### src/rtl/unified_mem_arbiter_pkg.sv
`default_nettype none
// +----------------------------------------------------------------------------+
// | unified_mem_arb_pkg : shared state encoding and widths for the arbiter     |
// | Revision 1.0                                                               |
// +----------------------------------------------------------------------------+
package unified_mem_arb_pkg;

  localparam int DEFAULT_DATA_W = 32;

  typedef enum logic [1:0] {
    ST_ARB   = 2'd0,
    ST_DATA  = 2'd1,
    ST_FETCH = 2'd2,
    ST_DONE  = 2'd3
  } arb_state_e;

endpackage : unified_mem_arb_pkg
`default_nettype wire

### src/rtl/unified_mem_arbiter_sat_counter.sv
`default_nettype none
// +----------------------------------------------------------------------------+
// | sat_counter : enable-gated up counter that sticks at all-ones              |
// | Revision 1.0                                                               |
// +----------------------------------------------------------------------------+
module sat_counter #(
  parameter int CNT_W = 32
) (
  input  logic             clk,
  input  logic             rst,
  input  logic             en,
  output logic [CNT_W-1:0] count
);

  localparam logic [CNT_W-1:0] C_ONE = {{(CNT_W-1){1'b0}}, 1'b1};

  logic [CNT_W-1:0] count_q;
  logic [CNT_W-1:0] count_d;

  always_comb begin
    count_d = count_q;
    if (en && (count_q != {CNT_W{1'b1}})) begin
      count_d = count_q + C_ONE;
    end
  end

  always_ff @(posedge clk) begin
    if (rst) begin
      count_q <= '0;
    end else begin
      count_q <= count_d;
    end
  end

  assign count = count_q;

endmodule : sat_counter
`default_nettype wire

### src/rtl/unified_mem_arbiter.sv
`default_nettype none
// +----------------------------------------------------------------------------+
// | unified_mem_arbiter : serialises MEM-stage data access then IF fetch       |
// | onto one single-ported memory, freezing the pipeline until both are done.  |
// | Revision 1.0                                                               |
// +----------------------------------------------------------------------------+
module unified_mem_arbiter
  import unified_mem_arb_pkg::*;
#(
  parameter int DATA_W = DEFAULT_DATA_W,
  parameter int CNT_W  = 32
) (
  input  logic              clk,
  input  logic              rst,
  input  logic [DATA_W-1:0] inst_adr,
  output logic [DATA_W-1:0] inst,
  input  logic [DATA_W-1:0] data_adr,
  input  logic [DATA_W-1:0] data_out,
  input  logic              mem_read,
  input  logic              mem_write,
  output logic [DATA_W-1:0] data_in,
  output logic              stall,
  output logic [DATA_W-1:0] m_adr,
  output logic [DATA_W-1:0] m_wdata,
  output logic              m_req,
  output logic              m_we,
  input  logic [DATA_W-1:0] m_rdata,
  input  logic              m_ack,
  output logic [CNT_W-1:0]  stall_cnt
);

  arb_state_e        state_q, state_d;
  logic [DATA_W-1:0] inst_buf_q, inst_buf_d;
  logic [DATA_W-1:0] rdata_buf_q, rdata_buf_d;

  always_comb begin
    state_d     = state_q;
    inst_buf_d  = inst_buf_q;
    rdata_buf_d = rdata_buf_q;
    stall       = 1'b1;
    m_req       = 1'b0;
    m_we        = 1'b0;
    m_adr       = '0;
    m_wdata     = '0;

    case (state_q)
      ST_ARB: begin
        state_d = (mem_read || mem_write) ? ST_DATA : ST_FETCH;
      end

      ST_DATA: begin
        m_req   = 1'b1;
        m_adr   = data_adr;
        m_wdata = data_out;
        m_we    = mem_write;
        if (m_ack) begin
          // A simultaneous read+write request is carried out as a store only
          if (mem_read && !mem_write) begin
            rdata_buf_d = m_rdata;
          end
          state_d = ST_FETCH;
        end
      end

      ST_FETCH: begin
        m_req = 1'b1;
        m_adr = inst_adr;
        if (m_ack) begin
          inst_buf_d = m_rdata;
          state_d    = ST_DONE;
        end
      end

      ST_DONE: begin
        stall   = 1'b0;
        state_d = ST_ARB;
      end
    endcase
  end

  always_ff @(posedge clk) begin
    if (rst) begin
      state_q     <= ST_ARB;
      inst_buf_q  <= '0;
      rdata_buf_q <= '0;
    end else begin
      state_q     <= state_d;
      inst_buf_q  <= inst_buf_d;
      rdata_buf_q <= rdata_buf_d;
    end
  end

  assign inst    = inst_buf_q;
  assign data_in = rdata_buf_q;

  sat_counter #(
    .CNT_W (CNT_W)
  ) u_stall_cnt (
    .clk   (clk),
    .rst   (rst),
    .en    (stall),
    .count (stall_cnt)
  );

endmodule : unified_mem_arbiter
`default_nettype wire

### config.mk
export PLATFORM = sky130hd
export DESIGN_NAME = unified_mem_arbiter
export DESIGN_NICKNAME = d
export VERILOG_FILES = /design/src/rtl/unified_mem_arbiter_pkg.sv /design/src/rtl/unified_mem_arbiter_sat_counter.sv /design/src/rtl/unified_mem_arbiter.sv
export SDC_FILE = /design/constraint.sdc
export NUM_CORES = 1
export LEC_CHECK = 0
export CORE_ASPECT_RATIO = 0.75
export CORE_UTILIZATION = 40
export DETAILED_ROUTE_END_ITERATION = 7
export PLACE_DENSITY = 0.87
export SLEW_MARGIN = 25
export SYNTH_ARGS = -nofsm -noshare
export SYNTH_HDL_FRONTEND = slang
export SYNTH_SLANG_ARGS = --single-unit
### constraint.sdc
create_clock -name clk -period 5.6 [get_ports clk]
set_clock_uncertainty 0.1 [all_clocks]
set_input_delay 1.12 -clock clk [delete_from_list [all_inputs] [get_ports clk]]
set_output_delay 1.12 -clock clk [all_outputs]
set_load 0.02 [all_outputs]
# Word-level counts from Yosys, hierarchy flattened
# Index checks and enable logic that the tools add are counted.
[totals]
output_inout_bits = 163
register_bits = 98
[op_classes]
addsub = 1
n_reduce_logical = 9
n_eq_ne = 6
n_mux = 9
[ops]
columns = ["cell", "n"]
rows = [
  ["$pmux W32 S2", 1],
  ["$add A32 B1 Y32 const B", 1],
  ["$mux W32", 1],
  ["$ne A32 B32 Y1 const B", 1],
  ["$pmux W2 S4", 1],
  ["$mux W2", 3],
  ["$eq A2 B2 Y1 const B", 2],
  ["$ne A2 B2 Y1 const B", 2],
  ["$reduce_and A2 Y1", 2],
  ["$mux W1", 3],
  ["$reduce_and A3 Y1", 1],
  ["$eq A2 B1 Y1 const B", 1],
  ["$logic_and A1 B1 Y1", 2],
  ["$logic_not A2 Y1", 1],
  ["$reduce_or A2 Y1", 1],
  ["$logic_not A1 Y1", 1],
  ["$logic_or A1 B1 Y1", 1],
]

# Depth between registers and ports, before layout
# Gate-level depths: netlist (run 1).
[logic_depth]
depth_word = 3
ltp_mapped = 8

# Hierarchy
# From an unflattened synthesis (run 1), not the netlist that was laid out.
[hier_totals]
hier_cells = 609
hier_area_um2 = 4759.6
[modules_own_cells]
columns = ["mod", "area_each_um2", "n_inst", "seq_area_each_um2", "cells_each"]
rows = [
  ["unified_mem_arbiter", 3085.5, 1, 1321.3, 410],
  ["sat_counter", 1674.1, 1, 640.6, 199],
]

# Least setup slack after synthesis (run 1)
# Ideal clock, no wire load.
[synth_timing]
path_kind = "register to output"
startpoint = "reg state_q[1]"
endpoint = "out m_adr[11]"
setup_slack_ps = 2801
path_stages_with_launch = 7
required_time_ps = 4380
t_arrival_ps = 1579
path_buffers = 2
cell_sequence = "dfxtp_1 -> inv_1 -> ha_1 -> clkbuf_1 -> clkbuf_1 -> a22oi_1 -> nor2b_1"
[synth_via]
elab_chain_len = 2
word_cells_on_any_way = 3
classes_between = "eq/ne (2); mux (1)"
[synth_lines]
columns = ["element", "line_no", "text"]
rows = [
  ["from (decl)", "unified_mem_arbiter.sv:32", "arb_state_e state_q, state_d;"],
  ["from (signal assigned)", "unified_mem_arbiter.sv:87", "state_q <= state_d;"],
  ["$eq A2 B2 Y1 or $eq A2 B1 Y1 (tied branches)", "unified_mem_arbiter.sv:46", "case (state_q)"],
  ["$pmux W32 S2 (*)", "unified_mem_arbiter.sv:46", ""],
  ["to (decl)", "unified_mem_arbiter.sv:23", "output logic [DATA_W-1:0] m_adr,"],
]
# Mark *: on every way between the ends. The rest lies on a longest branch, timed or not.

# Worst setup path after layout (run 1)
[layout_timing]
startpoint = "reg state_q[1]"
endpoint = "out m_adr[5]"
# Same word-level chain as after synthesis.

==> results by group, run 1 <==
Outcome
  – Status: finished, final reports clean

Run
  – Max Cap Viol: 0

Placed design
  – Post-place instance area: 7771 sq um
  – Routability cong.: 0.7929
  – Dpl hpwl: 12.44 mm
  – I/O Buffers: 295

Global routing
  – Global-route total usage across every layer: 25.50%
  – Largest net degree at the start of global routing: 69
  – Global route overflow: 0
  – Global-route wire length before repair: 24.52 mm
  – Initial antenna violation count: 0
  – Vias in the first global route: 4697

Worst setup path
  – Worst setup path category: register to output port
  – CP Data Required Time: 4380 ps
  – Endpoint type of the worst setup path: output port
  – CP Launch Type: register
  – CP Data Arrival Time: 2590 ps
  – CP max FO: 34

Clocking
  – Cts bufs inserted: 9
  – # clock sinks: 98
  – CTS tree: yes
  – # Post-CTS Setup Buffers: 0
  – Worst skew pair latency: 340 ps
  – Cts hold-fix bufs: 0
  – Worst-path clk slew: 70 ps
  – Post_cts resized: 0
  – CTS HTree Levels: 3
  – Clock root buffer: clkbuf_16
  – Maximum clock insertion buffer count: 2

Timing
  – Sum Neg Setup Slack: 0 ps
  – RSZ-0062 raised after global routing: no
  – Fin crit share: 67.97%
  – Fmax: 262.7 MHz
  – # setup viols final: 0
  – Slew headroom: 39.83%
  – Fin. Hold Viols: 0
  – Worst Tran Pin Value: 902.6 ps
  – Period minus WS final: 3806 ps
  – Slew Viols, Final: 0

Hold path
  – Type of the most critical hold path: register to register

Yosys
  – Largest family of logic cells by synthesized area: simple AND/OR/NAND/NOR gates
  – Register bit total from synthesis: 98
  – Top cell type's share of synthesized area: 41.24%
  – Synth area leader: dfxtp_1
  – Sequential fraction of the synthesis area: 41.24%
  – Adder-cell share of the synthesized area: 1.315%
  – Mapped Area: 4757 sq um
  – Syn_nets: 745
  – Multiplexer area fraction after synthesis: 0.9995%
  – EDFF count, synth: 0
  – Mapped Cells: 607
  – Synth top area cells: dfxtp_1 (41%), nand2_1 (11%), a21oi_1 (8.5%), a22oi_1 (5.0%), nor2b_1 (4.6%)
  – Average size of a mapped cell: 7.837 sq um
  – Top_reg_cell synth: dfxtp_1
  – Unique cell type count in the Yosys netlist: 50
  – Post-synthesis simple-gate area fraction: 30.62%
  – Most frequent cell after synthesis: nand2_1
  – Post-synth ARST share: 0%
  – Most frequent cells after synthesis: nand2_1 (145), dfxtp_1 (98), a21oi_1 (81)
  – Synth Area in Compound Gates: 19.12%
  – Post-Synth XOR/XNOR Area: 2.393%
  – Synth Warn #: 0

Drt
  – Pre-antenna DRT Iters: 5
  – DR vias/cell: 5.041
  – Total Wirelength: 16.62 mm
  – Via count: 5253
  – Antenna Violating Nets Remaining: 0
  – DRC viols: 0
  – Iteration-0 DRC Markers: 285
  – Drt wl/cell: 15.95 microns

Layout
  – Fill cell count: 924
  – Register area: 1962 sq um
  – # nets final: 1013
  – Antenna cells: 0
  – Synth-to-Final Area Change: 70.44%
  – Proportion of layout cells with a drive suffix above 1: 5.000%
  – Multi-input gate area: 2605 sq um
  – Post-route cell area: 8108 sq um

Pwr
  – VDD IR max: 0.2018 mV
  – Pleak: 2.674 nW
  – Total chip power: 2.702 mW
  – Pwr Density: 333.3 nW/um^2

Die
  – Starting Density: 41.11%
  – Chip Width: 127.9 microns
  – IO Pins: 296
  – Die area: 12340 sq um
  – Core area: 11570 sq um
  – Height of the die: 96.45 microns
  – Row Count: 34
==> critical path, cell delays in order, from the launching register on <==
cell and delay, ps:
dfxtp_1 390, inv_1 100, ha_1 890, nor2b_1 250, clkdlybuf4s50_1 620
==> layout by cell type (no fill, tap or decap), drive strengths merged, types with 3 or more instances in the layout <==
cell type      count
clkbuf             9
o21ai             10
nor2              27
dfxtp             98
ha                 5
nand3              5
nor4               3
nand4              9
nand2            145
or4                4
a21oi             81
o31ai              5
nor3               9
o211ai             6
nor2b             35
buf                6
and2              34
mux2               3
or3                9
clkinv             3
a22oi             32
clkdlybuf4s50    294
inv                9
xor2              12
and4               3
==> power by group <==
| part | switching [mW] | total [mW] | internal (mW) |
|---|---|---|---|
| clock network | 0.295 | 0.655 | 0.360 |
| logic | 0.663 | 1.27 | 0.605 |
| registers | 0.0339 | 0.779 | 0.745 |
==> through the flow <==
stage	utilization, %	setup slack, ps	cells	hold slack (ps)
after floorplan	-	2801	607	407.8
after global placement	67.14	1869	1026	341.1
after detailed placement	67.16	1857	1026	345.7
after CTS	69.96	1719	1042	356.0
after global routing	70.07	1600	1042	371.2
final	70.07	1794	1042	352.3
==> layer usage <==
layer	vias up	part of all wire [%]	GRT usage [%]
li1	2610	-	-
met1	2422	39	29.62
met2	197	50	44.97
met3	24	7.5	7.985
met4	0	2.7	8.529
met5	-	0	0
==> flip-flops by register name (all words and copies together) (netlist names) <==
| register | cells |
|---|---|
| state_q | 2 |
| inst | 32 |
| u_stall_cnt.count | 32 |
| data_in | 32 |
==> layout make-up <==
class | instances | area share, %
multi-input combinational | 459 | 32.13
sequential | 98 | 24.20
tap | 162 | 2.500
inverter | 7 | 0.3241
clock buffer | 9 | 2.778
timing repair buffer | 300 | 36.85
clock inverter | 7 | 1.219
==> worst paths after layout <==
check                                          start                     to  slack (ps)  depth (start not counted)
worst max-delay path                      state_q[1]               m_adr[5]        1790                          4
worst min-delay path                     data_in[17]            data_in[17]         350                          2
worst max register to register  u_stall_cnt.count[8]  u_stall_cnt.count[31]        3050                          5
worst min register to register           data_in[17]            data_in[17]         350                          2
==> logic make-up after synthesis <==
logic type,count (synthesis)
compound gates,144
xor+xnor,13
fa+ha+maj,5
buf+inv,50
flops,98
mux,4
simple gates,293
Power figures use the tool's default switching activity.
==> run 2: changes to the inputs <==
CORE_UTILIZATION = 34   (was 40)
PLACE_DENSITY = 0.79   (was 0.87)
clock period = 3.35 ns   (was 5.6 ns; I/O delays follow)
==> run 2 against run 1 <==
The run now ends with DRC left. Sequential share of layout area fell by 0.19 points. Via count fell by 0.42%. Register-to-register slack got worse by 2200 ps. Global-route usage fell by 3.9 points. Combinational power rose by 67%. Worst setup slack got worse by 1500 ps. Clock power rose by 76%. Count of clock-buffer cells in the layout rose by 1. First-iteration DRC count fell by 9.5%. Power rose by 69%. Critical endpoint is now m_adr[6]. Highest routed layer unchanged.
==> results by group, run 2 (synthesis gave the netlist of run 1 again) <==
Outcome
  – Status: finished, violations left
  – Failing checks: DRC

Run
  – Max Cap Viol: 0 (unchanged)

Drt
  – Via count: 5231 (-0.42%)
  – Pre-antenna DRT Iters: 8 (+3)
  – Antenna Violating Nets Remaining: 0 (unchanged)
  – Iteration-0 DRC Markers: 258 (-9.5%)
  – Total Wirelength: 16.10 mm (-3.1%)
  – DR vias/cell: 4.935 (-2.1%)
  – DRC viols: 12 (+12)
  – Drt wl/cell: 15.19 microns (-4.8%)

Hold path
  – Worst hold start: inst[11]
  – Type of the most critical hold path: register to register

Layout
  – Most frequent cells in the layout: clkdlybuf4s50_1 (294), nand2_1 (145), dfxtp_1 (98)
  – Synth-to-Final Area Change: 71.75%
  – # nets final: 1018 (+0.49%)
  – Util after Layout: 59.62% (-10 points)
  – Antenna cells: 0 (unchanged)
  – Most common cell after layout, fill and taps aside: clkdlybuf4s50_1
  – Post-Layout Cell Count: 1060 (+1.7%)
  – Post-route cell area: 8170 sq um (+0.77%)
  – Proportion of layout cells with a drive suffix above 1: 5.424% (+0.42 points)

Pwr
  – Pwr Density: 559.7 nW/um^2 (+68%)
  – VDD IR max: 0.3055 mV (+51%)
  – Total chip power: 4.573 mW (+69%)
  – Pleak: 2.709 nW (+1.3%)

Die
  – IO Pins: 296 (unchanged)
  – Die area: 14470 sq um (+17%)
  – Row Count: 37 (+8.8%)
  – Chip Width: 138.6 microns (+8.3%)
  – Height of the die: 104.4 microns (+8.3%)
  – Starting Density: 34.72% (-6.4 points)
  – Core area: 13700 sq um (+18%)

Clocking
  – CTS HTree Levels: 3 (unchanged)
  – Post_cts resized: 0 (unchanged)
  – Maximum clock insertion buffer count: 2 (unchanged)
  – Clock root buffer: clkbuf_16
  – CTS tree: yes
  – # clock sinks: 98 (unchanged)
  – Cts hold-fix bufs: 0 (unchanged)
  – Worst skew pair latency: 330 ps (about the same)
  – # Post-CTS Setup Buffers: 0 (unchanged)
  – Worst-path clk slew: 70 ps (about the same)
  – Cts bufs inserted: 9 (unchanged)

Placed design
  – Post-place instance area: 7835 sq um (+0.82%)
  – I/O Buffers: 295 (unchanged)
  – Routability cong.: 0.7836 (-1.2%)
  – Setup slack after placement: 453.2 ps (-1404 ps)
  – Dpl hpwl: 11.97 mm (-3.7%)
  – Placed Cells: 1044 (+1.8%)

Timing
  – RSZ-0062 raised after global routing: no
  – Sum Neg Setup Slack: 0 ps (unchanged)
  – Period minus WS final: 3012 ps
  – Fin. Hold Viols: 0 (unchanged)
  – Worst Tran Pin Value: 745.5 ps (-157.1 ps)
  – Slew Viols, Final: 0 (unchanged)
  – Fmax: 332.0 MHz
  – Worst setup margin: 338.1 ps (-1456 ps)
  – Slew headroom: 50.30% (+10 points)
  – # setup viols final: 0 (unchanged)
  – WHS: 353.0 ps (+0.6510 ps)
  – Fin crit share: 89.91%

Worst setup path
  – Critical register-to-register path startpoint: u_stall_cnt.count[12]
  – CP Launch Type: register
  – Critical-path cell list: inv_1 -> ha_1 -> buf_4 -> nor2b_1 -> clkdlybuf4s50_1
  – Worst setup path category: register to output port
  – Setup slack, reg-to-reg: 810 ps (-2240 ps)
  – CP Data Required Time: 2580 ps (-1800 ps)
  – Slowest cell delay on critical path: 620 ps (-270 ps)
  – CP max stage cell: clkdlybuf4s50_1
  – CP max FO: 33 (-2.9%)
  – Worst setup path start: state_q[1]
  – CP Data Arrival Time: 2240 ps (-350 ps)
  – Endpoint type of the worst setup path: output port

Global routing
  – Largest net degree at the start of global routing: 65 (-5.8%)
  – Global-route wire length before repair: 24.94 mm (+1.7%)
  – Initial antenna violation count: 0 (unchanged)
  – Global route overflow: 0 (unchanged)
  – Global-route total usage across every layer: 21.57% (-3.9 points)
  – Vias in the first global route: 4630 (-1.4%)
==> run 2: where the power goes <==
group	switching [mW]	internal, mW	leakage [nW]
sequential	0.0574	1.25	0.792
combinational	1.10	1.02	1.75
clock	0.464	0.686	0.162
==> run 2: final cells by class <==
cell class / instances / area [sq um]
Fill cell: 1225 / 5533
Timing Repair Buffer: 305 / 3035
Sequential cell: 98 / 1962
Inverter: 7 / 26.28
Tap cell: 175 / 219.0
Clock inverter: 6 / 96.34
Clock buffer: 10 / 239.0
Multi-Input combinational cell: 459 / 2592
==> run 2: worst paths after layout <==
| kind | cells past startpoint | to |
|---|---|---|
| setup / recovery | 5 | m_adr[6] |
| hold / removal | 2 | inst[11] |
| setup reg to reg | 5 | u_stall_cnt.count[31] |
| hold reg to reg | 2 | inst[11] |
==> run 2: worst max-delay path: cells and delay by family, from the launching register on <==
kind	cells	cell delay [ps]
adder cells (fa/ha/maj)	1	290
AND/OR/NAND/NOR	1	210
flip-flops	1	410
buffers and inverters	3	980
==> run 2: routing by layer <==
layer,wire length [microns],global-route usage (%),part of all wire [%]
met1,6813,27.43,42
met2,7877,36.00,49
met3,1143,5.341,7.1
met4,262,6.340,1.6
met5,0,0,0
==> run 3: changes to the inputs <==
ABC_CLOCK_PERIOD_IN_PS = 3350   (was unset)
CAP_MARGIN = 20   (was unset)
CORE_AREA = 2 2 116 118   (was unset)
CORE_ASPECT_RATIO = unset   (was 0.75)
CORE_UTILIZATION = unset   (was 34)
DIE_AREA = 0 0 118 120   (was unset)
DONT_BUFFER_PORTS = 1   (was unset)
PLACE_DENSITY = 0.54   (was 0.79)
==> run 3 against run 2 <==
The flow now finishes without violations. Non-clock buffer count shrank 293. Global-route usage is 1.2 points lower. Critical path depth fell by 1. Final cell count decreased by 28%. Count of clock-buffer cells in the layout shrank 1. Wire length is 5.0% lower. Via count is 19% lower. Core utilization shrank 20 points. Maximum frequency fell by 0.15%. Largest power group is now sequential cells. Highest routed layer unchanged.
==> results by group, run 3 (synthesis gave the netlist of run 1 again) <==
Worst setup path
  – Critical-path cell list: inv_1 -> ha_2 -> a22oi_1 -> nor2b_1
  – Worst setup path category: register to output port
  – CP Data Required Time: 2580 ps (about the same)
  – Critical register-to-register path startpoint: u_stall_cnt.count[12]
  – Critical R2R Capture: u_stall_cnt.count[31]
  – Setup slack, reg-to-reg: 720 ps (-90 ps)
  – CP max FO: 62 (+88%)
  – Endpoint type of the worst setup path: output port
  – CP max stage cell: ha_2
  – Reg2Reg Depth: 5 (unchanged)
  – CP Data Arrival Time: 2250 ps (about the same)
  – Slowest cell delay on critical path: 820 ps (+200 ps)
  – CP Launch Type: register

Drt
  – Via count: 4261 (-19%)
  – DR vias/cell: 5.548 (+12%)
  – Antenna Violating Nets Remaining: 0 (unchanged)
  – Total Wirelength: 15.29 mm (-5.0%)
  – Drt wl/cell: 19.91 microns (+31%)
  – Pre-antenna DRT Iters: 6 (-2)
  – Iteration-0 DRC Markers: 262 (+1.6%)
  – DRC viols: 0 (-12)

Clocking
  – Worst-path clk slew: 70 ps (about the same)
  – # clock sinks: 98 (unchanged)
  – # Post-CTS Setup Buffers: 0 (unchanged)
  – Post_cts resized: 0 (unchanged)
  – Clock root buffer: clkbuf_16
  – CTS HTree Levels: 3 (unchanged)
  – CTS tree: yes
  – Worst skew pair latency: 340 ps (about the same)
  – Maximum clock insertion buffer count: 2 (unchanged)
  – Cts hold-fix bufs: 0 (unchanged)
  – Cts bufs inserted: 9 (unchanged)

Die
  – Die area: 14160 sq um (-2.2%)
  – Chip Width: 118 microns (-15%)
  – Starting Density: 36.65% (+1.9 points)
  – Row Count: 42 (+14%)
  – Height of the die: 120 microns (+15%)
  – IO Pins: 296 (unchanged)
  – Core area: 12980 sq um (-5.3%)

Global routing
  – Global-route wire length before repair: 22.50 mm (-9.8%)
  – Global-route total usage across every layer: 20.32% (-1.2 points)
  – Global route overflow: 0 (unchanged)
  – Largest net degree at the start of global routing: 102 (+57%)
  – Vias in the first global route: 3923 (-15%)
  – Initial antenna violation count: 0 (unchanged)

Layout
  – Proportion of layout cells with a drive suffix above 1: 8.277% (+2.9 points)
  – Fill cell count: 1391 (+14%)
  – Antenna cells: 0 (unchanged)
  – # nets final: 725 (-29%)
  – Most frequent cells in the layout: nand2_1 (145), dfxtp_1 (98), a21oi_1 (81)
  – Multi-input gate area: 2592 sq um (unchanged)
  – Most common cell after layout, fill and taps aside: nand2_1
  – Register area: 1962 sq um (unchanged)
  – Synth-to-Final Area Change: 9.258%

Timing
  – Fin. Hold Viols: 0 (unchanged)
  – Period minus WS final: 3017 ps (+4.642 ps)
  – Sum Neg Setup Slack: 0 ps (unchanged)
  – Slew headroom: 36.14% (-14 points)
  – RSZ-0062 raised after global routing: no
  – # setup viols final: 0 (unchanged)
  – Fin crit share: 90.04% (+0.14 points)
  – Slew Viols, Final: 0 (unchanged)
  – Worst setup margin: 333.5 ps (-4.642 ps)
  – Fmax: 331.5 MHz (-0.15%)
  – Worst Tran Pin Value: 957.9 ps (+212.4 ps)

Outcome
  – Status: finished, final reports clean

Pwr
  – Clock power frac: 27.5% (+2.3 points)
  – NetSw: 1.572 mW (-3.3%)
  – Seq pwr share: 37.2% (+8.7 points)
  – Comb power frac: 35.2% (-11 points)
  – Pwr Density: 725.4 nW/um^2 (+30%)
  – VDD IR max: 0.3940 mV (+29%)
  – Sw Share: 41.69% (+6.1 points)
  – Pleak: 1.626 nW (-40%)
  – Cell-internal power: 2.198 mW (-25%)

Placed design
  – Dpl hpwl: 11.63 mm (-2.9%)
  – I/O Buffers: 0 (-100%)
  – Setup slack after placement: 731.7 ps (+278.5 ps)
  – Routability cong.: 1.003 (+28%)

Hold path
  – WHS Endpoint: u_stall_cnt.count[30]
  – Worst hold start: rst
  – Type of the most critical hold path: input port to register
  – Worst Hold Path Cells: 1 (-1)

Run
  – Max Cap Viol: 0 (unchanged)
==> run 3: changes by cell type in the layout (fill, tap and decap cells not counted) <==
cell and change:
clkdlybuf4s50_1 -294, clkinv_4 +2, inv_6 -1, inv_8 +1, clkinvlp_4 -1, buf_12 -1
clkinv_8 +2, clkbuf_8 -1, bufinv_16 -2, buf_2 -1, buf_4 +3
==> run 3: worst max-delay path, delay by kind of cell, from the launching register on <==
family	cells	cell delay, ps
fa+ha+maj	1	820
simple gates	1	460
buf+inv	1	100
flops	1	340
compound gates	1	160
==> run 3: worst max-delay path by stage <==
stage	slack, ps	from	to
3_3_place_gp	820	u_stall_cnt.count[12]	u_stall_cnt.count[31]
6_report	330	state_q[1]	m_adr[19]
5_1_grt	140	state_q[1]	m_adr[17]
2_1_floorplan	1000	state_q[1]	m_adr[11]
3_5_place_dp	730	u_stall_cnt.count[13]	u_stall_cnt.count[31]
4_1_cts	330	state_q[1]	m_adr[17]
==> run 3: final cells by class <==
type,instances,area share [%]
clock buffers,9,4.333
clock inverters,7,1.565
inverters,7,0.5055
multi-input cells,459,49.88
flip-flops and latches,98,37.75
well taps,176,4.237
repair buffers,12,1.733
==> run 3: power groups by stage <==
stage	combinational, mW	clock (mW)	sequential (mW)
after floorplan	1.09	0	1.41
after CTS	1.33	1.07	1.41
after global placement	1.29	0	1.43
after detailed placement	1.33	0	1.43
after global routing	1.42	1.11	1.42
final	1.33	1.04	1.40
==> run 3: per-stage QoR <==
stage	hold WS [ps]	area [sq um]	util (%)	total power [mW]	cells
6_report	292.6	5197	40.04	3.770	768
5_1_grt	270.2	5197	40.04	3.946	768
4_1_cts	273.1	5197	40.04	3.813	768
3_5_place_dp	442.3	4891	37.68	2.763	752
3_3_place_gp	422.0	4891	37.68	2.720	752
2_1_floorplan	407.8	4757	-	2.491	607
==> run 3: routing by layer <==
layer	part of all wire [%]	global-route usage, %	up-vias	wire, microns
li1	-	-	2037	-
met1	40	24.35	2004	6068
met2	51	34.88	206	7830
met3	7.8	6.511	14	1185
met4	1.3	5.873	0	204
met5	0	0	-	0
